==> src/rtl/led_fade_driver.sv <==
// rtl/led_fade_driver.sv - PWM LED output stage that fades each channel toward its on/off target
module led_fade_driver #(
  parameter int N_LED    = 6,
  parameter int PWM_BITS = 8,
  parameter int FADE_DIV = 105469
) (
  input  logic             clk,
  input  logic             rst,
  input  logic [N_LED-1:0] pattern,
  input  logic             pattern_valid,
  input  logic             fade_en,
  output logic             busy,
  output logic [N_LED-1:0] led_n
);

  localparam int DIV_W = (FADE_DIV > 2) ? $clog2(FADE_DIV) : 1;
  localparam logic [DIV_W-1:0] DIV_LAST = DIV_W'(FADE_DIV - 1);
  localparam logic [PWM_BITS-1:0] MAX = '1;

  typedef enum logic [1:0] {CH_OFF, CH_RISING, CH_ON, CH_FALLING} ch_state_t;

  logic [N_LED-1:0]                target, target_nxt;
  logic [N_LED-1:0][PWM_BITS-1:0]  level, level_nxt;
  logic [PWM_BITS-1:0]             pwm_cnt;
  logic [DIV_W-1:0]                div_cnt;
  logic                            tick;
  logic                            busy_nxt;
  ch_state_t                       ch_state [N_LED];

  // Targets are only ever fully off or fully on, so one bit per channel suffices.
  function automatic logic [PWM_BITS-1:0] full_level(input logic on);
    return on ? MAX : '0;
  endfunction

  assign tick = (div_cnt == DIV_LAST);

  always_comb begin
    target_nxt = pattern_valid ? pattern : target;
    level_nxt  = level;
    busy_nxt   = 1'b0;
    for (int i = 0; i < N_LED; i++) begin
      ch_state[i] = CH_OFF;
      if (level[i] < full_level(target[i]))
        ch_state[i] = CH_RISING;
      else if (level[i] > full_level(target[i]))
        ch_state[i] = CH_FALLING;
      else if (target[i])
        ch_state[i] = CH_ON;

      // Stepping uses the current target, so a strobe on a tick edge takes effect one edge later.
      if (!fade_en) begin
        level_nxt[i] = full_level(target[i]);
      end else if (tick) begin
        case (ch_state[i])
          CH_RISING:  level_nxt[i] = level[i] + 1'b1;
          CH_FALLING: level_nxt[i] = level[i] - 1'b1;
          default:    level_nxt[i] = level[i];
        endcase
      end

      busy_nxt = busy_nxt | (level_nxt[i] != full_level(target_nxt[i]));
    end
  end

  always_ff @(posedge clk) begin
    if (rst) begin
      div_cnt <= '0;
      pwm_cnt <= '0;
      target  <= '0;
      level   <= '0;
      busy    <= 1'b0;
      led_n   <= '1;
    end else begin
      div_cnt <= tick ? '0 : div_cnt + 1'b1;
      pwm_cnt <= pwm_cnt + 1'b1;
      target  <= target_nxt;
      level   <= level_nxt;
      busy    <= busy_nxt;
      for (int i = 0; i < N_LED; i++)
        led_n[i] <= ~(level[i] > pwm_cnt);
    end
  end

endmodule
==> config.mk <==
export PLATFORM = sky130hd
export DESIGN_NAME = led_fade_driver
export DESIGN_NICKNAME = d
export VERILOG_FILES = /design/src/rtl/led_fade_driver.sv
export SDC_FILE = /design/constraint.sdc
export NUM_CORES = 1
export LEC_CHECK = 0
export BUFFER_PORTS_ARGS = -buffer_cell sky130_fd_sc_hd__buf_2
export CORE_MARGIN = 5
export CORE_UTILIZATION = 30
export DETAILED_ROUTE_END_ITERATION = 16
export GPL_TIMING_DRIVEN = 0
export PLACE_DENSITY = 0.47
export SYNTH_ARGS = -nofsm -noshare
export SYNTH_HDL_FRONTEND = slang
export SYNTH_SLANG_ARGS = --single-unit
==> constraint.sdc <==
create_clock -name clk -period 6.55 [get_ports clk]
set_input_delay 1.31 -clock clk [delete_from_list [all_inputs] [get_ports clk]]
set_output_delay 1.31 -clock clk [all_outputs]
set_load 0.03 [all_outputs]
==> qor.yml, run 1 <==
finalSetupViolCount: 0
io_buffers: 13
max_freq_mhz: 210.4
max-cap-violations: 0
initial_utilization_pct: 30.56
ioPinCount: 17
drc: 0
synth_nets: 1082
grt_pass1_wl_um: 34520
synth_enable_flop_cells: 0
path_cells: "inv_1 > ha_1 > nor2b_1 > o211ai_1 > a21oi_1 > o21a_1 > ha_1 > a21o_1 > a211oi_1 > a21o_1 > or3_1 > a21oi_1 > xor2_1 > nor2_1 > or4b_1 > a311oi_1 > a41oi_1"
fin_cells: 1290
post-route-min-period_ps: 4753
path_clk_slew_ps: 70
dp.cells: 1274
place.detailed.hpwl_um: 16060
arrival_ps: 4950
worst_path_largest_cell_delay_ps: 520
power.density_mw_per_mm2: 216.4
ir_drop_uv: 120.7
fin_crit_sh_pct: 72.57
wl_per_cell_um: 16.55
grt_max_degree: 15
rows: 58
fin_nets: 1106
die_x_um: 170.4
clock_latency_ps: 350
ys_top_cells_by_area: "dfxtp_1, ha_1, a21oi_1, nor2_1, mux2i_1"
synth_top_area_share_pct: 22.31
yosysTopAreaCell: "dfxtp_1"
hold_viol: 0
grt_overflow: 0
synthCells: 931
path_class: "reg2reg"
synthDistinctLibCells: 58
drtIter0Drc: 434
setup_tns_ps: 0
ys_warn_count: 0
p_leak_nw: 3.560
ctsRootBufferMaster: "clkbuf_16"
timing.rr.start: "target[0]"
cts_tree: "done"
hp-start: "div_cnt[0]"
cp-startpoint: "target[0]"
drive_gt1_share_pct: 5.938
antenna_found_initial: 2
p_sw_w: 0.0006571
grt_pass1_vias: 6547
skew_ps: 9.409
gp_congestion: 0.8194
post-route-util_pct: 33.77
dr.pass1.iters: 5
rsz0062_at_grt: "no"
core_area_mm2: 0.02525
ctsHoldBuffers: 0
area_delta_synth_final_pct: 10.52
ys.flop_type: "dfxtp_1"
grt_use_total_pct: 14.91
fillers: 2652
min-delay-path-class: "reg2reg"
cts-resized-gates: 0
clock_path_buffers: 2
outcome: "finished, final reports clean"
crit_path_start_kind: "flop"
cts.sinks: 86
slew_headroom_pct: 8.844
netlist_area_mm2: 0.007717
via_per_inst: 5.249
power_frac_comb_pct: 36.1
whs_ps: 489.1
path_max_fanout: 8
diodes: 0
ys_ff_latch: 86
finalMaxSlewViolations: 0
ant_nets: 0
tightest_slew_ps: 1356
vias: 6771
seqPwrFrac_pct: 32.3
post-cts-setup-buffer-count: 0
synth_async_sr_flop_share_pct: 0
die_h_um: 170.4
htreeDepth: 3
numCtsBuffers: 9
p_clk_share_pct: 31.5
dieArea_mm2: 0.02903
postRouteWirelength_um: 21350
power.internal_w: 0.001189
critPathSlowestCell: "or4b_1"
seq_area_frac_synth_pct: 22.31
p_sw_share_pct: 35.59
cp-end-kind: "flop"
required_ps: 6750
avgSynthCellArea_um2: 8.289
-- Yosys cell counts, types with 2 or more instances --
| cell | instances |
|---|---|
| or3_1 | 6 |
| nand3b_1 | 5 |
| xnor2_1 | 32 |
| and2_1 | 3 |
| nor2b_1 | 24 |
| clkbuf_1 | 19 |
| xor2_1 | 21 |
| a31o_2 | 2 |
| o21ai_1 | 2 |
| a41oi_1 | 3 |
| a311oi_1 | 4 |
| o21bai_1 | 10 |
| a31oi_1 | 9 |
| ha_1 | 135 |
| buf_2 | 5 |
| nand2_1 | 38 |
| buf_1 | 3 |
| nand4_1 | 40 |
| nand2b_1 | 10 |
| a211o_1 | 3 |
| or4_1 | 5 |
| dfxtp_1 | 86 |
| nor2_1 | 103 |
| o41a_1 | 2 |
| a211oi_1 | 10 |
| or2_2 | 11 |
| and3_1 | 5 |
| nor3_1 | 13 |
| o31ai_1 | 4 |
| o21ba_2 | 2 |
| nor4_1 | 9 |
| inv_1 | 34 |
| o2111a_1 | 2 |
| o21a_1 | 11 |
| nand3_1 | 19 |
| o21ai_0 | 45 |
| a21oi_1 | 91 |
| fa_1 | 6 |
| a21o_1 | 27 |
| o22ai_1 | 3 |
| mux2_2 | 2 |
| o211ai_1 | 15 |
| mux2i_1 | 32 |
| nor3b_1 | 6 |
-- power by group through the flow --
stage / Combinational (W) / Clock, W / Sequential [W]
2_1_floorplan: 0.000516 / 0 / 0.000604
3_3_place_gp: 0.000665 / 0 / 0.000610
5_1_grt: 0.000761 / 0.000616 / 0.000602
3_5_place_dp: 0.000667 / 0 / 0.000610
6_report: 0.000667 / 0.000582 / 0.000597
4_1_cts: 0.000671 / 0.000594 / 0.000598
-- cell usage in the layout (no fill, tap or decap), types with 3 or more instances in the layout --
cell type / count
dfxtp_1: 86
nor4_1: 9
clkbuf_1: 19
nor3_1: 13
xnor2_1: 32
or4_1: 5
inv_1: 34
or3_1: 6
a311oi_1: 4
clkbuf_16: 9
and3_1: 5
o21a_1: 11
a41oi_1: 3
buf_1: 3
nor2b_1: 24
nor2_1: 103
or2_2: 11
ha_1: 135
nand3b_1: 5
a211o_1: 3
and2_1: 3
a211oi_1: 10
fa_1: 6
nor3b_1: 6
nand4_1: 40
nand2_1: 38
a21oi_1: 91
o21bai_1: 10
xor2_1: 21
nand2b_1: 10
o211ai_1: 15
buf_2: 18
o31ai_1: 4
mux2i_1: 32
a21o_1: 27
o22ai_1: 3
o21ai_0: 45
a31oi_1: 9
nand3_1: 19
-- flip-flops by register name, summed over array words and instances, names as in the netlist --
register and count:
pwm_cnt 8, div_cnt 17, level 48, target 6
led_n 6, busy 1
-- worst max-delay path, delay by kind of cell (launching register included) --
kind,cells,cell delay [ps]
AND/OR/NAND/NOR,4,1040
flip-flops,1,450
XOR/XNOR,1,170
buffers and inverters,1,210
adder cells (fa/ha/maj),2,750
AO/OA/AOI/OAI,9,1970
-- per-stage QoR --
| stage | instance area, um2 | power [W] | setup slack (ps) |
|---|---|---|---|
| final | 8529 | 0.001846 | 1797 |
| after global routing | 8529 | 0.001979 | 1407 |
| after CTS | 8529 | 0.001863 | 1731 |
| after detailed placement | 8195 | 0.001276 | 1747 |
| after global placement | 8195 | 0.001275 | 1749 |
| after floorplan | 7717 | 0.001120 | 2616 |
-- path summary, 6_finish.rpt --
check,end,slack (ps),depth (start not counted)
setup / recovery,busy,1800,17
setup reg to reg,busy,1800,17
hold / removal,div_cnt[0],490,1
hold reg to reg,div_cnt[0],490,1
-- final cells by class --
cell class,count,area [um2],share of cell area (%)
Inverter,34,127.6,1.496
Timing Repair Buffer,13,65.06,0.7628
Multi-Input combinational cell,783,5749,67.40
Buffer,28,118.9,1.394
Tap cell,330,412.9,4.841
Sequential cell,86,1722,20.18
Clock buffer,11,252.7,2.963
Clock inverter,5,81.33,0.9535
-- kinds of logic (layout without fill, tap and decap cells) --
| logic type | Yosys count | after routing | share of synthesized area, % |
|---|---|---|---|
| flip-flops | 86 | 86 | 22.31 |
| multiplexers | 34 | 34 | 4.442 |
| AO/OA/AOI/OAI | 250 | 250 | 20.25 |
| XOR/XNOR | 53 | 53 | 6.015 |
| adder cells (fa/ha/maj) | 141 | 141 | 23.44 |
| buffers and inverters | 62 | 91 | 3.194 |
| AND/OR/NAND/NOR | 305 | 305 | 20.35 |
-- routing by layer --
layer | wire, um | global-route usage [%] | vias to the layer above | share of wire [%]
met1 | 10630 | 20.31 | 3134 | 50
met3 | 814 | 3.066 | 35 | 3.8
met5 | 22 | 0 | - | 0.10
met2 | 9376 | 23.52 | 98 | 44
met4 | 515 | 5.035 | 4 | 2.4
li1 | - | - | 3500 | -
No activity file was read; power rests on OpenSTA's default activity.
==> run 2, diff against run 1 <==
Clock period 6.55 ns to 4.6 ns, I/O delays scaled along.
==> run 2 against run 1 <==
  * Core utilization grew 0.36 points
  * Setup slack lost 1500 ps
  * Sequential cell count is the same
  * Power grew 44%
  * Fmax grew 9.5%
  * Critical path type unchanged
  * Critical endpoint unchanged
==> qor.yml, run 2 (synthesis gave the netlist of run 1 again) <==
whs_ps: 489.1
fin_crit_sh_pct: 94.33
tightest_slew_ps: 1351
ctsHoldBuffers: 0
final_cell_mix: "ha_1, nor2_1, a21oi_1, dfxtp_1, o21ai_0"
grt_overflow: 0
cts_tree: "done"
diodes: 0
outcome: "finished, final reports clean"
drc: 0
ant_nets: 0
area_delta_synth_final_pct: 11.69
core_area_mm2: 0.02525
top_register: "level"
final_common_cell: "ha_1"
path_clk_slew_ps: 70
max-cap-violations: 0
setup_ws_ps: 261.0
largest_register_ffs: 48
cp-end-kind: "flop"
grt_pass1_vias: 6562
clock_path_buffers: 2
ctsRootBufferMaster: "clkbuf_16"
skew_ps: 9.854
cp_top_family: "compound AO/OA/AOI/OAI gates"
postRouteWirelength_um: 21360
place.detailed.hpwl_um: 16060
rows: 58
htreeDepth: 3
cp_num_buf_inv: 1
finalSetupViolCount: 0
arrival_ps: 4530
drive_gt1_share_pct: 8.229
ioPinCount: 17
post-route-util_pct: 34.13
gp_congestion: 0.8194
post-route-min-period_ps: 4339
hold_viol: 0
max_freq_mhz: 230.5
grt_max_degree: 15
dieArea_mm2: 0.02903
grt_use_total_pct: 14.92
initial_utilization_pct: 30.56
cts.sinks: 86
grt_pass1_wl_um: 34570
p_leak_nw: 3.572
min-delay-path-class: "reg2reg"
critPathSlowestCell: "or4_1"
vias: 6807
antenna_found_initial: 2
via_per_inst: 5.277
worst_path_largest_cell_delay_ps: 530
crit_path_start_kind: "flop"
fillers: 2646
power.density_mw_per_mm2: 307.4
path_class: "reg2reg"
top_regs: "level x48, div_cnt x17, pwm_cnt x8"
clock_latency_ps: 350
dr.pass1.iters: 5
fin_nets: 1106
slew_headroom_pct: 9.153
rsz0062_at_grt: "no"
path_cells: "inv_1 > ha_1 > nor2b_1 > o21a_1 > o21a_1 > o21bai_2 > a21oi_4 > fa_1 > a21o_1 > a21oi_2 > o21bai_1 > a21oi_1 > xnor2_1 > mux2i_1 > a21o_1 > or4_1 > mux2i_1 > a41oi_1"
numCtsBuffers: 9
drtIter0Drc: 361
ir_drop_uv: 170.3
die_x_um: 170.4
io_buffers: 13
required_ps: 4790
finalMaxSlewViolations: 0
die_h_um: 170.4
path_max_fanout: 7
wl_per_cell_um: 16.56
dp_slack_ps: -202.7
-- run 2: worst reg2reg max path, stage by stage, from the launching register on --
cell and delay, ps:
dfxtp_1 380, inv_1 160, ha_1 340, nor2b_1 140
o21a_1 160, o21a_1 190, o21bai_2 220, a21oi_4 130
fa_1 430, a21o_1 210, a21oi_2 170, o21bai_1 80
a21oi_1 190, xnor2_1 160, mux2i_1 100, a21o_1 220
or4_1 530, mux2i_1 210, a41oi_1 170
-- run 2: timing repair --
action / in CTS / in global routing
hold endpoints to repair: 0 / 0
setup buffers: 0 / 0
pin swaps: 1 / 1
endpoints found under the setup margin: 1 / 1
resized for setup: 3 / 26
cloned: 0 / 0
-- run 2: worst paths after layout --
kind	start	end	slack, ps	cells past startpoint
min reg2reg	div_cnt[0]	div_cnt[0]	490	1
max	target[1]	busy	260	18
min	div_cnt[0]	div_cnt[0]	490	1
max reg2reg	target[1]	busy	260	18
-- run 2: stage by stage --
step	area [um2]	std cells	TNS (ps)	total power, W
6_report	8620	1290	0	0.002649
5_1_grt	8620	1290	0	0.002844
4_1_cts	8537	1290	0	0.002653
3_5_place_dp	8195	1274	-202.7	0.001818
3_3_place_gp	8195	1274	-201.1	0.001815
2_1_floorplan	7717	931	0	0.001595
-- run 2: where the power goes --
part | leakage [nW] | switching (W) | internal (W)
combinational | 2.70 | 0.000559 | 0.000415
sequential | 0.708 | 0.0000641 | 0.000787
clock | 0.162 | 0.000320 | 0.000506
-- run 2: final cells by class --
| cell class | instances | area [um2] | share of cell area, % |
|---|---|---|---|
| buffer | 28 | 120.1 | 1.394 |
| inverter | 34 | 127.6 | 1.481 |
| clock buffer | 11 | 252.7 | 2.932 |
| timing repair buffer | 13 | 65.06 | 0.7548 |
| sequential | 86 | 1729 | 20.06 |
| clock inverter | 5 | 81.33 | 0.9435 |
| tap | 330 | 412.9 | 4.790 |
| multi-input combinational | 783 | 5831 | 67.64 |
-- run 2: per-layer routing --
metal	global-route usage, %	vias up	share of wire (%)
met3	3.066	36	4.3
li1	-	3501	-
met1	20.32	3144	49
met2	23.56	122	44
met4	5.035	4	2.3
met5	0	-	0.10
